<file path="src/rtl/led_matrix_pkg.sv">
// Shared types and constants for the 16x16 bicolor LED matrix scanner.
//   MATRIX_N      : rows/columns on the board
//   pixel_frame_t : [row][col] frame, 1 = lit
//   pixel_row_t   : one row of column bits
//   row_idx_t     : row / bit index width
//   scan_state_t  : scan FSM states
package led_matrix_pkg;

  localparam int MATRIX_N = 16;
  localparam int IDX_W    = $clog2(MATRIX_N);

  typedef logic [MATRIX_N-1:0][MATRIX_N-1:0] pixel_frame_t;
  typedef logic [MATRIX_N-1:0]               pixel_row_t;
  typedef logic [IDX_W-1:0]                  row_idx_t;

  localparam row_idx_t LAST_IDX = row_idx_t'(MATRIX_N - 1);

  typedef enum logic [2:0] {
    LOAD     = 3'd0,
    SHIFT_LO = 3'd1,
    SHIFT_HI = 3'd2,
    LATCH    = 3'd3,
    DISPLAY  = 3'd4
  } scan_state_t;

endpackage

</file>
<file path="src/rtl/led_matrix_scanner_if.sv">
// Bundle between the frame producer, the scanner and the board connector.
//   RedPixels/GrnPixels : parallel frames from the game/pattern logic
//   SerR/SerG/SrClk     : serial column data and shift clock to the board
//   RClk                : storage-register latch pulse
//   RowSel/OE_n         : active row and active-low output enable
//   FrameDone           : one-cycle end-of-frame pulse
// master = scanner side, slave = producer/board side.
interface led_matrix_scanner_if;
  import led_matrix_pkg::*;

  pixel_frame_t RedPixels;
  pixel_frame_t GrnPixels;
  logic         SerR;
  logic         SerG;
  logic         SrClk;
  logic         RClk;
  row_idx_t     RowSel;
  logic         OE_n;
  logic         FrameDone;

  modport master (
    input  RedPixels, GrnPixels,
    output SerR, SerG, SrClk, RClk, RowSel, OE_n, FrameDone
  );

  modport slave (
    output RedPixels, GrnPixels,
    input  SerR, SerG, SrClk, RClk, RowSel, OE_n, FrameDone
  );

endinterface

</file>
<file path="src/rtl/led_row_serializer.sv">
// Shifts one red/green row pair out MSB (column 15) first.
//   CLK, RST  : clock, synchronous active-high reset
//   start     : load red_row/grn_row and begin a 16-bit shift sequence
//   red_row   : red column bits of the row
//   grn_row   : green column bits of the row
//   red_ser   : registered serial red data
//   grn_ser   : registered serial green data
//   shift_clk : registered shift clock, low one cycle then high one cycle per bit
//   done      : high during the 16th shift_clk high phase
module led_row_serializer
  import led_matrix_pkg::*;
(
  input  logic       CLK,
  input  logic       RST,
  input  logic       start,
  input  pixel_row_t red_row,
  input  pixel_row_t grn_row,
  output logic       red_ser,
  output logic       grn_ser,
  output logic       shift_clk,
  output logic       done
);

  pixel_row_t red_sh_r;
  pixel_row_t grn_sh_r;
  row_idx_t   bit_r;
  logic       active_r;
  logic       red_ser_r;
  logic       grn_ser_r;
  logic       shift_clk_r;
  logic       done_r;

  // Shift sequencer: the shift_clk register doubles as the low/high phase flag.
  always_ff @(posedge CLK) begin
    if (RST) begin
      red_sh_r    <= '0;
      grn_sh_r    <= '0;
      bit_r       <= '0;
      active_r    <= 1'b0;
      red_ser_r   <= 1'b0;
      grn_ser_r   <= 1'b0;
      shift_clk_r <= 1'b0;
      done_r      <= 1'b0;
    end else if (start) begin
      // Column 15 goes out first, presented during the first low phase.
      red_sh_r    <= red_row;
      grn_sh_r    <= grn_row;
      red_ser_r   <= red_row[MATRIX_N-1];
      grn_ser_r   <= grn_row[MATRIX_N-1];
      bit_r       <= '0;
      active_r    <= 1'b1;
      shift_clk_r <= 1'b0;
      done_r      <= 1'b0;
    end else if (active_r) begin
      if (!shift_clk_r) begin
        // Rising edge to the board; data is held through the high phase.
        shift_clk_r <= 1'b1;
        done_r      <= (bit_r == LAST_IDX);
      end else begin
        shift_clk_r <= 1'b0;
        done_r      <= 1'b0;
        if (bit_r == LAST_IDX) begin
          active_r <= 1'b0;
          bit_r    <= '0;
        end else begin
          bit_r     <= bit_r + 4'd1;
          red_sh_r  <= red_sh_r << 1;
          grn_sh_r  <= grn_sh_r << 1;
          red_ser_r <= red_sh_r[MATRIX_N-2];
          grn_ser_r <= grn_sh_r[MATRIX_N-2];
        end
      end
    end else begin
      done_r <= 1'b0;
    end
  end

  assign red_ser   = red_ser_r;
  assign grn_ser   = grn_ser_r;
  assign shift_clk = shift_clk_r;
  assign done      = done_r;

endmodule

</file>
<file path="src/rtl/led_matrix_scanner.sv">
// Row-scanning driver for the 16x16 bicolor LED board.
//   DWELL : cycles each row is lit (1..65535)
//   CLK   : system clock
//   RST   : synchronous active-high reset
//   bus   : led_matrix_scanner_if.master (frames in, board pins and FrameDone out)
// Each frame: LOAD snapshots both frames, then per row 32 shift cycles,
// one LATCH cycle and DWELL DISPLAY cycles. The board is blanked outside DISPLAY.
module led_matrix_scanner
  import led_matrix_pkg::*;
#(
  parameter int unsigned DWELL = 1024
)(
  input  logic                  CLK,
  input  logic                  RST,
  led_matrix_scanner_if.master  bus
);

  localparam logic [15:0] DWELL_LAST = 16'(DWELL - 1);

  scan_state_t  state_r;
  scan_state_t  state_next_s;
  row_idx_t     row_r;
  row_idx_t     row_next_s;
  logic [15:0]  dwell_r;
  logic [15:0]  dwell_next_s;
  pixel_frame_t snap_red_r;
  pixel_frame_t snap_grn_r;
  logic         rclk_r;
  row_idx_t     row_sel_r;
  logic         oe_n_r;
  logic         frame_done_r;
  logic         dwell_last_s;
  logic         ser_start_s;
  pixel_row_t   ser_red_s;
  pixel_row_t   ser_grn_s;
  logic         ser_done_s;
  logic         red_ser_s;
  logic         grn_ser_s;
  logic         shift_clk_s;

  assign dwell_last_s = (dwell_r == DWELL_LAST);

  // Next-state, counter and serializer-start decode.
  always_comb begin
    state_next_s = state_r;
    row_next_s   = row_r;
    dwell_next_s = dwell_r;
    ser_start_s  = 1'b0;
    case (state_r)
      LOAD: begin
        state_next_s = SHIFT_LO;
        row_next_s   = '0;
        dwell_next_s = '0;
        ser_start_s  = 1'b1;
      end
      SHIFT_LO: begin
        state_next_s = SHIFT_HI;
      end
      SHIFT_HI: begin
        if (ser_done_s) begin
          state_next_s = LATCH;
        end else begin
          state_next_s = SHIFT_LO;
        end
      end
      LATCH: begin
        state_next_s = DISPLAY;
        dwell_next_s = '0;
      end
      DISPLAY: begin
        if (dwell_last_s) begin
          dwell_next_s = '0;
          if (row_r == LAST_IDX) begin
            state_next_s = LOAD;
          end else begin
            state_next_s = SHIFT_LO;
            row_next_s   = row_r + 4'd1;
            ser_start_s  = 1'b1;
          end
        end else begin
          dwell_next_s = dwell_r + 16'd1;
        end
      end
      default: begin
        state_next_s = LOAD;
        row_next_s   = '0;
        dwell_next_s = '0;
      end
    endcase
  end

  // Row fed to the serializer. Row 0 of a new frame comes straight from the
  // inputs because the snapshot is only being written on that same edge.
  always_comb begin
    if (state_r == LOAD) begin
      ser_red_s = bus.RedPixels[0];
      ser_grn_s = bus.GrnPixels[0];
    end else begin
      ser_red_s = snap_red_r[row_next_s];
      ser_grn_s = snap_grn_r[row_next_s];
    end
  end

  // FSM state and row/dwell counters.
  always_ff @(posedge CLK) begin
    if (RST) begin
      state_r <= LOAD;
      row_r   <= '0;
      dwell_r <= '0;
    end else begin
      state_r <= state_next_s;
      row_r   <= row_next_s;
      dwell_r <= dwell_next_s;
    end
  end

  // Frame snapshot, taken only in LOAD so a frame never tears.
  always_ff @(posedge CLK) begin
    if (RST) begin
      snap_red_r <= '0;
      snap_grn_r <= '0;
    end else if (state_r == LOAD) begin
      snap_red_r <= bus.RedPixels;
      snap_grn_r <= bus.GrnPixels;
    end else begin
      snap_red_r <= snap_red_r;
      snap_grn_r <= snap_grn_r;
    end
  end

  // Board control outputs, registered from the next state so they line up
  // with the state they describe.
  always_ff @(posedge CLK) begin
    if (RST) begin
      rclk_r       <= 1'b0;
      row_sel_r    <= '0;
      oe_n_r       <= 1'b1;
      frame_done_r <= 1'b0;
    end else begin
      rclk_r       <= (state_next_s == LATCH);
      oe_n_r       <= (state_next_s != DISPLAY);
      // Row does not change on entry to or within DISPLAY, so row_r is the displayed row.
      frame_done_r <= (state_next_s == DISPLAY) && (dwell_next_s == DWELL_LAST) &&
                      (row_r == LAST_IDX);
      if ((state_next_s == LATCH) || (state_next_s == DISPLAY)) begin
        row_sel_r <= row_next_s;
      end else begin
        row_sel_r <= row_sel_r;
      end
    end
  end

  led_row_serializer u_ser (
    .CLK       (CLK),
    .RST       (RST),
    .start     (ser_start_s),
    .red_row   (ser_red_s),
    .grn_row   (ser_grn_s),
    .red_ser   (red_ser_s),
    .grn_ser   (grn_ser_s),
    .shift_clk (shift_clk_s),
    .done      (ser_done_s)
  );

  assign bus.SerR      = red_ser_s;
  assign bus.SerG      = grn_ser_s;
  assign bus.SrClk     = shift_clk_s;
  assign bus.RClk      = rclk_r;
  assign bus.RowSel    = row_sel_r;
  assign bus.OE_n      = oe_n_r;
  assign bus.FrameDone = frame_done_r;

endmodule
</file>
<file path="src/flat_wrapper.sv">
// flat-port wrapper written by rule: the top's interface ports become plain ports
module led_matrix_scanner_flat import led_matrix_pkg::*;
#(
  parameter int unsigned DWELL = 1024
)
  (CLK, RST, bus_RedPixels, bus_GrnPixels, bus_SerR, bus_SerG, bus_SrClk, bus_RClk, bus_RowSel, bus_OE_n, bus_FrameDone);
  led_matrix_scanner_if bus_i ();
  input  logic CLK;
  input  logic RST;
  input wire logic [$bits(bus_i.RedPixels)-1:0] bus_RedPixels;
  input wire logic [$bits(bus_i.GrnPixels)-1:0] bus_GrnPixels;
  output wire logic [$bits(bus_i.SerR)-1:0] bus_SerR;
  output wire logic [$bits(bus_i.SerG)-1:0] bus_SerG;
  output wire logic [$bits(bus_i.SrClk)-1:0] bus_SrClk;
  output wire logic [$bits(bus_i.RClk)-1:0] bus_RClk;
  output wire logic [$bits(bus_i.RowSel)-1:0] bus_RowSel;
  output wire logic [$bits(bus_i.OE_n)-1:0] bus_OE_n;
  output wire logic [$bits(bus_i.FrameDone)-1:0] bus_FrameDone;
  assign bus_i.RedPixels = bus_RedPixels;
  assign bus_i.GrnPixels = bus_GrnPixels;
  assign bus_SerR = bus_i.SerR;
  assign bus_SerG = bus_i.SerG;
  assign bus_SrClk = bus_i.SrClk;
  assign bus_RClk = bus_i.RClk;
  assign bus_RowSel = bus_i.RowSel;
  assign bus_OE_n = bus_i.OE_n;
  assign bus_FrameDone = bus_i.FrameDone;
  led_matrix_scanner #(.DWELL(DWELL)) u_core (.CLK(CLK), .RST(RST), .bus(bus_i));
endmodule
</file>
<file path="config.mk">
export PLATFORM = sky130hd
export DESIGN_NAME = led_matrix_scanner_flat
export DESIGN_NICKNAME = d
export VERILOG_FILES = /design/src/rtl/led_matrix_pkg.sv /design/src/rtl/led_matrix_scanner_if.sv /design/src/rtl/led_row_serializer.sv /design/src/rtl/led_matrix_scanner.sv /design/src/flat_wrapper.sv
export SDC_FILE = /design/constraint.sdc
export NUM_CORES = 1
export LEC_CHECK = 0
export BUFFER_PORTS_ARGS = -buffer_cell sky130_fd_sc_hd__buf_2
export CAP_MARGIN = 20
export CORE_ASPECT_RATIO = 1.25
export CORE_UTILIZATION = 29
export CTS_CLUSTER_SIZE = 25
export DETAILED_ROUTE_END_ITERATION = 10
export PLACE_DENSITY = 0.52
export RECOVER_POWER = 100
export SYNTH_ARGS = -nofsm -noshare
export SYNTH_HDL_FRONTEND = slang
export SYNTH_SLANG_ARGS = --single-unit
</file>
<file path="constraint.sdc">
create_clock -name CLK -period 4.01 [get_ports CLK]
set_input_delay 0.6015 -clock CLK [delete_from_list [all_inputs] [get_ports CLK]]
set_output_delay 0.6015 -clock CLK [all_outputs]
set_load 0.02 [all_outputs]
</file>
# Word level (Yosys, flattened, before mapping)
# Index checks and enable logic that the tools add are counted.
# op_classes
addsub	3
n_mul	0
n_div	0
n_lt_le_gt_ge	1
eq_ne	12
shifts	0
n_mux	40
bitwise	1
reduce_logical	12
# ops
operator	n
$bmux W16 S4	2
$mux W15	8
$mux W16	5
$eq A16 B10 Y1 const B	2
$pmux W16 S2	1
$add A16 B1 Y16 const B	1
$mux W1	16
$pmux W3 S5	1
$mux W4	3
$eq A3 B2 Y1 const B	3
$add A4 B1 Y4 const B	2
$eq A4 B4 Y1 const B	2
$pmux W4 S2	1
$eq A3 B3 Y1 const B	2
$lt A4 B5 Y1 const B	1
$reduce_bool A2 Y1	2
$reduce_or A2 Y1	2
$reduce_or A4 Y1	1
$eq A3 B1 Y1 const B	1
$logic_not A3 Y1	1
$mux W3	1
$ne A3 B3 Y1 const B	1
$reduce_and A3 Y1	1
$reduce_or A3 Y1	1
other kinds (7)	8
# totals
reg_bits	581
latch_bits	0
mem_bits_rw	0
mem_bits_ro	0
inputBits	514
out_inout_bits	10
elab_cells	116
n_memories	0

# Logic depth before layout (Yosys ltp)
# Gate-level depths: netlist of run 1.
# depth
ltp_word	8
ltp_mapped	12
mapped_depth_nobuf	9

# Cells and area by module
# Synthesis of run 1 repeated with hierarchy kept, for this count alone.
# unflattened
hier_cells	3734
area_unflattened_um2	26491.7
# modules_own_cells
module	n_inst	cells_per_inst	area_each_um2	seq_area_each_um2
led_matrix_scanner	1	3513	24489.7	10850.4
led_row_serializer	1	221	2001.9	780.7

# Worst setup path before layout of run 1
# No wires, ideal clock.
# synth_path
kind	register to register
startpoint	reg u_core.dwell_r[1]
endpoint	reg u_core.u_ser.red_sh_r[0]
setup_ns	0.117
t_arrival_ns	2.804
required_time_ns	3.893
slack_ns	1.089
path_stages_with_launch	11
n_path_buf	1
period_less_slack_ns	2.921
path_cell_list	dfxtp_1 > ha_1 > nand3_1 > or4_1 > mux2_4 > buf_6 > and3_1 > a211oi_1 > a211oi_1 > a2111o_1 > a32o_1
# synth_via
elab_chain_len	7
elab_cells_between_ends	13
cone_classes	eq/ne: 2; mux: 8; reduce/logical: 3
# synth_lines
item	line_no	rtl
start, declared	led_matrix_scanner.sv:24	logic [15:0] dwell_r;
start signal, assigned	led_matrix_scanner.sv:113	dwell_r <= dwell_next_s;
$eq A16 B10 Y1 *	led_matrix_scanner.sv:41	assign dwell_last_s = (dwell_r == DWELL_LAST);
$mux W4	led_matrix_scanner.sv:71	if (dwell_last_s) begin
$pmux W4 S2	led_matrix_scanner.sv:49	case (state_r)
$bmux W16 S4	led_matrix_scanner.sv:99	ser_red_s = snap_red_r[row_next_s];
$mux W16 (implied by the code)	led_matrix_scanner.sv:99	
$mux W16	led_matrix_scanner.sv:95	if (state_r == LOAD) begin
$mux W15	led_row_serializer.sv:44	end else if (start) begin
end signal, assigned	led_row_serializer.sv:46	red_sh_r <= red_row;
end signal, assigned	led_row_serializer.sv:67	red_sh_r <= red_sh_r << 1;
end, declared	led_row_serializer.sv:24	pixel_row_t red_sh_r;
# Every way passes the cells marked *; elsewhere a longest branch is shown, timed or not. The select of a mux whose other input is x is not followed.
# A chain may end at the register's enable or synchronous reset.

# Final worst setup path of run 1
# layout_path
startpoint	reg u_core.dwell_r[1]
endpoint	reg u_core.u_ser.red_sh_r[12]
# The elaborated chain is that of the path after synthesis.

==> impl_metrics.csv, run 1 <==
group,metric,value,unit
floorplan,rows,121,
drt,wire_per_inst,23.3,um
synth,syn_nets,4041,
place,portBuffers,523,
power,power_density,473,nW/um^2
setup_path,crit_arrival,4.32,ns
setup_path,cpMaxStageDelayCell,"or4_1",
sta,fmax,262,MHz
drt,drc_errors,0,
synth,yosysMostFrequentCell,"nand2_1",
power,combPwrFrac,0.139,
synth,synth_seq_area_share,0.452,
power,p_switching,4.31,mW
sta,worstMarginPinSlew,2.59,ns
setup_path,r2r_end,"u_core.u_ser.red_sh_r[12]$_SDFFE_PP0P_",
worst_hold_path,min_path_cells,3,
cts,cts-root-buf,"clkbuf_16",
cts,max-clock-path-buffers,3,
worst_hold_path,min_from,"bus_GrnPixels[219]",
global_route,grtUsageTotal,0.259,
place,gp_congestion,0.941,
floorplan,die_h,335,um
global_route,grt_first_pass_wirelength,170000,um
run_status,violations,"max-capacitance violations, max-slew violations",
synth,synth_top_area_cell,"dfxtp_1",
power,p_leak,12.8,nW
drt,num_vias,26600,
cells_and_area,nNetsFinal,4423,
cts,clock-sinks,581,
synth,synth.distinct_cells,67,
setup_path,reg2reg_setup_slack,0.19,ns
drt,first_pass_iters,6,
floorplan,dieWidth,268,um
setup_path,cpMostUsedCell,"buf_12",
setup_path,cp_slowest_stage_delay,0.54,ns
setup_path,crit_path_cell_trace,"ha_1 > nand3_1 > or4_1 > mux2_4 > nand2_8 > buf_12 > buf_12 > mux2i_1 > o221ai_1 > a31oi_1 > a21oi_1",
setup_path,timing.rr.start,"u_core.dwell_r[1]$_SDFF_PP0_",
cts,hold_buffers,0,
synth,syn_area_per_cell,7.30,um^2
sta,tns,0,ns
drt,wl,120000,um
sta,fin_crit,3.82,ns
setup_path,rr_worst_depth,11,
synth,synth-seq-cells,581,
global_route,grt_pass1_vias,25300,
sta,holdWs,0.208,ns
run,maxCapViolations,4,
synth,async_reset_ff_frac,0,
worst_hold_path,min_path_type,"in2reg",
sta,clock_skew,0.0257,ns
floorplan,coreArea,87500,um^2
cts,cts_setup_buffers,0,
global_route,grt-ovfl-total,0,
setup_path,critPathKind,"reg2reg",
global_route,grt_max_degree,216,
drt,postRouteAntennaNets,0,
sta,setup_violations,0,
power,pwr-share-clk,0.422,
synth,yosysTopAreaCellShare,0.452,
cts,clk-insertion-delay-late,0.63,ns
run_status,outcome,"finished with violations",
sta,drv_slew,679,
global_route,antenna_found_initial,25,
sta,hold_viol_final,0,
power,seq_power_share,0.439,
power,intPower,10.7,mW
floorplan,io_pins,524,
sta,rsz0062_at_grt,"false",
synth,syn_inst,3524,
cts,clk_pin_slew,0.06,ns
floorplan,dieArea,89900,um^2
floorplan,start_util,0.294,
synth,syn_area,25700,um^2
setup_path,cp-start-kind,"flip-flop",
setup_path,path_max_fanout,47,
cts,htree_levels,3,
setup_path,cp-end-kind,"flip-flop",
synth,ys_warn_count,0,
drt,viasPerCell,5.18,
cells_and_area,layout-drive-gt1-share,0.184,
worst_hold_path,worstHoldEndpoint,"u_core.snap_grn_r[219]$_SDFFE_PP0P_",
power,ir_worst_vdd,0.245,mV
sta,finalCritPeriodShare,0.953,
place,hpwl,90200,um
setup_path,cp.required,4.51,ns
power,swShare,0.287,
synth,synth-edff-count,0,
synth,synth_top_flop_cell,"dfxtp_1",
synth,yosys-top-cells-area,"dfxtp_1 (45%), nand2_1 (19%), a21oi_1 (12%)",
cts,cts_tree,"done",
cts,cts_buffers,66,
sta,relSlewSlack,-0.729,
cts,ctsResizeCount,0,
drt,drt_iter0_drc,2679,
cells_and_area,syn2layout_area_growth,23.4,%
synth,synthTopCellsByCount,"nand2_1 (1295), a21oi_1 (628), dfxtp_1 (581)",
-- registers in the layout (all words and copies together), names as in the netlist, 3 cells and up --
register               count
u_core.state_r             3
u_core.row_r               4
u_core.snap_grn_r        256
u_core.dwell_r            16
u_core.bus.RowSel          4
u_core.u_ser.red_sh_r     15
u_core.snap_red_r        256
u_core.u_ser.grn_sh_r     15
u_core.u_ser.bit_r         4
-- critical path, delay by kind of cell (launching register included) --
| kind | cells | cell delay [ns] |
|---|---|---|
| compound gates | 3 | 0.69 |
| fa+ha+maj | 1 | 0.27 |
| buf+inv | 2 | 0.40 |
| flops | 1 | 0.42 |
| mux | 2 | 0.77 |
| simple gates | 3 | 1.09 |
-- worst max path at each step --
stage,to,start
final,u_core.u_ser.red_sh_r[12]$_SDFFE_PP0P_,u_core.dwell_r[1]$_SDFF_PP0_
after global routing,u_core.u_ser.red_sh_r[12]$_SDFFE_PP0P_,u_core.dwell_r[1]$_SDFF_PP0_
after CTS,u_core.u_ser.red_sh_r[12]$_SDFFE_PP0P_,u_core.dwell_r[1]$_SDFF_PP0_
after detailed placement,u_core.u_ser.red_sh_r[12]$_SDFFE_PP0P_,u_core.dwell_r[1]$_SDFF_PP0_
after global placement,u_core.u_ser.red_sh_r[12]$_SDFFE_PP0P_,u_core.dwell_r[1]$_SDFF_PP0_
after floorplan,u_core.u_ser.red_sh_r[0]$_SDFFE_PP0P_,u_core.dwell_r[1]$_SDFF_PP0_
-- metal layers --
metal,wire length [um],GRT usage,vias to the layer above
met4,6510,0.146,14
met5,88,0,-
met1,47800,0.316,12600
met3,7260,0.0357,229
met2,58200,0.434,960
li1,-,-,12800
-- cell families (layout without fill, tap and decap cells) --
| family | count (synthesis) | in the layout | share of synthesized area |
|---|---|---|---|
| simple gates | 1629 | 1629 | 0.261 |
| mux | 64 | 64 | 0.0251 |
| buf+inv | 299 | 731 | 0.0476 |
| xor+xnor | 5 | 5 | 0.00170 |
| compound gates | 943 | 943 | 0.211 |
| other cells | 0 | 14 | 0 |
| fa+ha+maj | 3 | 3 | 0.00146 |
| flops | 581 | 581 | 0.452 |
-- placed cells by master (no fill, tap or decap), types with 57 or more instances in the layout --
master	n
a211oi_1	57
buf_2	512
dfxtp_1	581
nand3_1	66
clkbuf_16	69
o21ai_0	67
nor2_1	91
nand2_1	1295
mux2i_1	63
a21oi_1	628
buf_4	58
-- stage by stage --
stage	worst slack, ns	cell area (um^2)	power (mW)	cells	util
floorplan	1.09	25700	7.76	3524	-
global route	0.0565	31700	15.6	5133	0.363
finish	0.189	31700	15.0	5138	0.363
detailed placement	0.261	29600	8.77	5006	0.338
CTS	0.271	31800	15.1	5124	0.363
global placement	0.327	29600	8.78	5006	0.338
-- power by group through the flow --
stage	registers (mW)	clock network, mW	logic [mW]
2_1_floorplan	6.55	0	1.21
3_3_place_gp	6.71	0	2.06
3_5_place_dp	6.71	0	2.07
4_1_cts	6.58	6.42	2.08
5_1_grt	6.63	6.66	2.27
6_report	6.59	6.33	2.08
-- cell type report --
class	instances	area, um^2
multi-input combinational	2644	12900
tap	1168	1460
timing repair buffer	608	3430
antenna	14	35.0
inverter	5	18.8
fill	9588	55800
sequential	581	11600
clock buffer	88	1900
clock inverter	30	325
(Power assumes the default switching activity.)
==> run 2: changes to the inputs <==
Settings changed: ABC_AREA from default to 1, PLACE_DENSITY 0.52 to 0.51.
==> impl_metrics.csv, run 2 <==
group,metric,value,unit
run_status,outcome,"finished with violations",
run_status,violations,"max-capacitance violations, max-slew violations",
synth,syn_area,26300,um^2
power,intPower,10.6,mW
sta,fin_crit,3.54,ns
setup_path,crit_path_cell_trace,"ha_1 > nand3_2 > nor2_8 > nand3_1 > nand2_8 > nand2_8 > inv_2 > nand2_1 > nand3_1 > nand3_1 > nand3_1 > nand3_1 > nand2_1 > nand2_1 > a21oi_1",
cells_and_area,layout_common_cells,"nor2_1 (1010), nand3_1 (719), dfxtp_1 (581), buf_2 (512), o21ai_0 (508)",
cts,max-clock-path-buffers,3,
power,seq_power_share,0.447,
power,ir_worst_vdd,0.268,mV
synth,yosysTopAreaCellShare,0.443,
setup_path,endpoint,"u_core.u_ser.grn_sh_r[12]$_SDFFE_PP0P_",
cells_and_area,top_regs,"u_core.snap_grn_r: 256 flops, u_core.snap_red_r: 256 flops, u_core.dwell_r: 16 flops",
drt,wire_per_inst,20.6,um
floorplan,dieWidth,271,um
sta,fmax,283,MHz
power,power_density,470,nW/um^2
sta,clock_skew,0.0235,ns
cts,clk_pin_slew,0.06,ns
setup_path,rr_worst_depth,15,
cells_and_area,nNetsFinal,4702,
drt,drt-met1-wl,51400,um
cells_and_area,final_area,31600,um^2
place,portBuffers,523,
power,pwr-share-clk,0.417,
sta,worstMarginPinSlew,1.97,ns
floorplan,rows,123,
drt,highest_layer,"met5",
place,dp_cells,5304,
synth,async_reset_ff_frac,0,
synth,yosysMostFrequentCell,"nor2_1",
sta,hold_viol_final,0,
setup_path,r2r_end,"u_core.u_ser.grn_sh_r[12]$_SDFFE_PP0P_",
drt,wl,111000,um
synth,syn_inst,3870,
cells_and_area,utilization,0.352,
synth,synth-seq-cells,581,
floorplan,die_h,338,um
floorplan,dieArea,91800,um^2
sta,relSlewSlack,-0.314,
drt,first_pass_iters,5,
floorplan,coreArea,89900,um^2
power,swShare,0.285,
setup_path,reg2reg_setup_slack,0.47,ns
setup_path,cp.required,4.55,ns
worst_hold_path,min_path_type,"in2reg",
synth,synth_top_flop_cell,"dfxtp_1",
drt,wl_met3,6420,um
drt,dr_wl_met2,48900,um
synth,ys_warn_count,0,
drt,viasPerCell,5.08,
setup_path,cp-start-kind,"flip-flop",
cells_and_area,layout-drive-gt1-share,0.167,
place,hpwl,76100,um
global_route,antenna_found_initial,7,
setup_path,crit_arrival,4.08,ns
global_route,grt-ovfl-total,0,
setup_path,cpMaxStageDelayCell,"inv_2",
setup_path,path_max_fanout,47,
cts,ctsResizeCount,0,
drt,postRouteAntennaNets,0,
cts,clk-insertion-delay-late,0.62,ns
setup_path,critPathKind,"reg2reg",
setup_path,cp-end-kind,"flip-flop",
sta,drv_slew,563,
sta,tns,0,ns
drt,num_vias,27500,
cells_and_area,multiInputGateArea,12900,um^2
drt,drt_iter0_drc,2653,
setup_path,cpMostUsedCell,"nand3_1",
power,power.total,14.9,mW
cts,hold_buffers,0,
global_route,grtUsageTotal,0.236,
cells_and_area,syn2layout_area_growth,20.4,%
setup_path,startpoint,"u_core.dwell_r[1]$_SDFF_PP0_",
cts,cts_setup_buffers,0,
synth,synth_top_area_cell,"dfxtp_1",
cts,cts_tree,"done",
cells_and_area,instances_no_fill,5421,
power,p_leak,13.5,nW
synth,synth-edff-count,0,
global_route,grt_first_pass_wirelength,165000,um
power,combPwrFrac,0.137,
cts,htree_levels,3,
power,p_switching,4.23,mW
floorplan,start_util,0.292,
setup_path,timing.rr.start,"u_core.dwell_r[1]$_SDFF_PP0_",
cts,clock-sinks,581,
cells_and_area,final_common_cell,"nor2_1",
drt,drc_errors,0,
synth,synth_seq_area_share,0.443,
synth,yosys-top-cells-area,"dfxtp_1 (44%), nor2_1 (14%), nand3_1 (14%)",
cts,cts_buffers,66,
setup_path,path_depth,15,
setup_path,cp_slowest_stage_delay,0.57,ns
place,gp_congestion,0.905,
cells_and_area,fillCellCount,9899,
global_route,grt_max_degree,218,
sta,rsz0062_at_grt,"false",
synth,syn_area_per_cell,6.78,um^2
sta,finalCritPeriodShare,0.882,
synth,synth.distinct_cells,37,
setup_path,path_buf_inv,1,
cts,cts-root-buf,"clkbuf_16",
floorplan,io_pins,524,
sta,setup_violations,0,
cells_and_area,regArea,11600,um^2
global_route,grt_pass1_vias,26100,
setup_path,critical-path-top-delay-family,"simple AND/OR/NAND/NOR gates",
synth,syn_nets,4387,
place,placed_cell_area,29500,um^2
run,maxCapViolations,4,
synth,synthTopCellsByCount,"nor2_1 (1008), nand3_1 (719), dfxtp_1 (581)",
==> run 2: kinds of logic (layout without fill, tap and decap cells) <==
kind of cell / Yosys count / after routing / share of synthesized area
buffers and inverters: 393 / 755 / 0.0663
and+or+nand+nor: 2223 / 2223 / 0.357
other: 0 / 2 / 0
AOI/OAI and AO/OA: 662 / 662 / 0.130
xor gates and xnor gates: 8 / 8 / 0.00267
adders and majority gates: 3 / 3 / 0.00143
DFF: 581 / 581 / 0.443
==> run 2: worst min-delay path by stage <==
stage,from,to,cells past startpoint
4_1_cts,bus_RedPixels[86],u_core.snap_red_r[86]$_SDFFE_PP0P_,3
3_3_place_gp,u_core.snap_red_r[176]$_SDFFE_PP0P_,u_core.snap_red_r[176]$_SDFFE_PP0P_,2
3_5_place_dp,u_core.snap_red_r[176]$_SDFFE_PP0P_,u_core.snap_red_r[176]$_SDFFE_PP0P_,2
2_1_floorplan,u_core.snap_grn_r[176]$_SDFFE_PP0P_,u_core.snap_grn_r[176]$_SDFFE_PP0P_,2
6_report,bus_RedPixels[82],u_core.snap_red_r[82]$_SDFFE_PP0P_,3
5_1_grt,bus_RedPixels[76],u_core.snap_red_r[76]$_SDFFE_PP0P_,3
==> run 2: power groups by stage <==
stage / Clock [mW] / Sequential, mW / Combinational [mW]
finish: 6.19 / 6.63 / 2.03
global route: 6.54 / 6.69 / 2.28
CTS: 6.32 / 6.62 / 2.04
detailed placement: 0 / 6.74 / 2.02
global placement: 0 / 6.74 / 2.03
floorplan: 0 / 6.64 / 1.22
==> run 2: worst reg2reg max path: cells and delay by family (launching register included) <==
kind | cells | cell delay (ns)
simple gates | 12 | 2.16
buf+inv | 1 | 0.59
flops | 1 | 0.36
fa+ha+maj | 1 | 0.22
compound gates | 1 | 0.11
==> run 2: per-stage QoR <==
stage          hold slack [ns]  setup slack (ns)
3_5_place_dp             0.442             0.722
5_1_grt                  0.195             0.223
4_1_cts                  0.166             0.689
2_1_floorplan            0.425              1.84
6_report                 0.209             0.471
3_3_place_gp             0.436             0.742
==> run 2: final cells by class <==
class | instances | area share
antenna | 2 | 0.000158
clock buffer | 95 | 0.0621
clock inverter | 20 | 0.00625
inverter | 68 | 0.00898
multi-input combinational | 2896 | 0.409
sequential | 581 | 0.368
tap | 1187 | 0.0470
timing repair buffer | 572 | 0.0984
==> run 2: layer usage <==
metal  vias up  GRT usage
met5         -          0
met3       178     0.0366
met2       899      0.360
met1     13100      0.327
li1      13400          -
met4         8      0.100
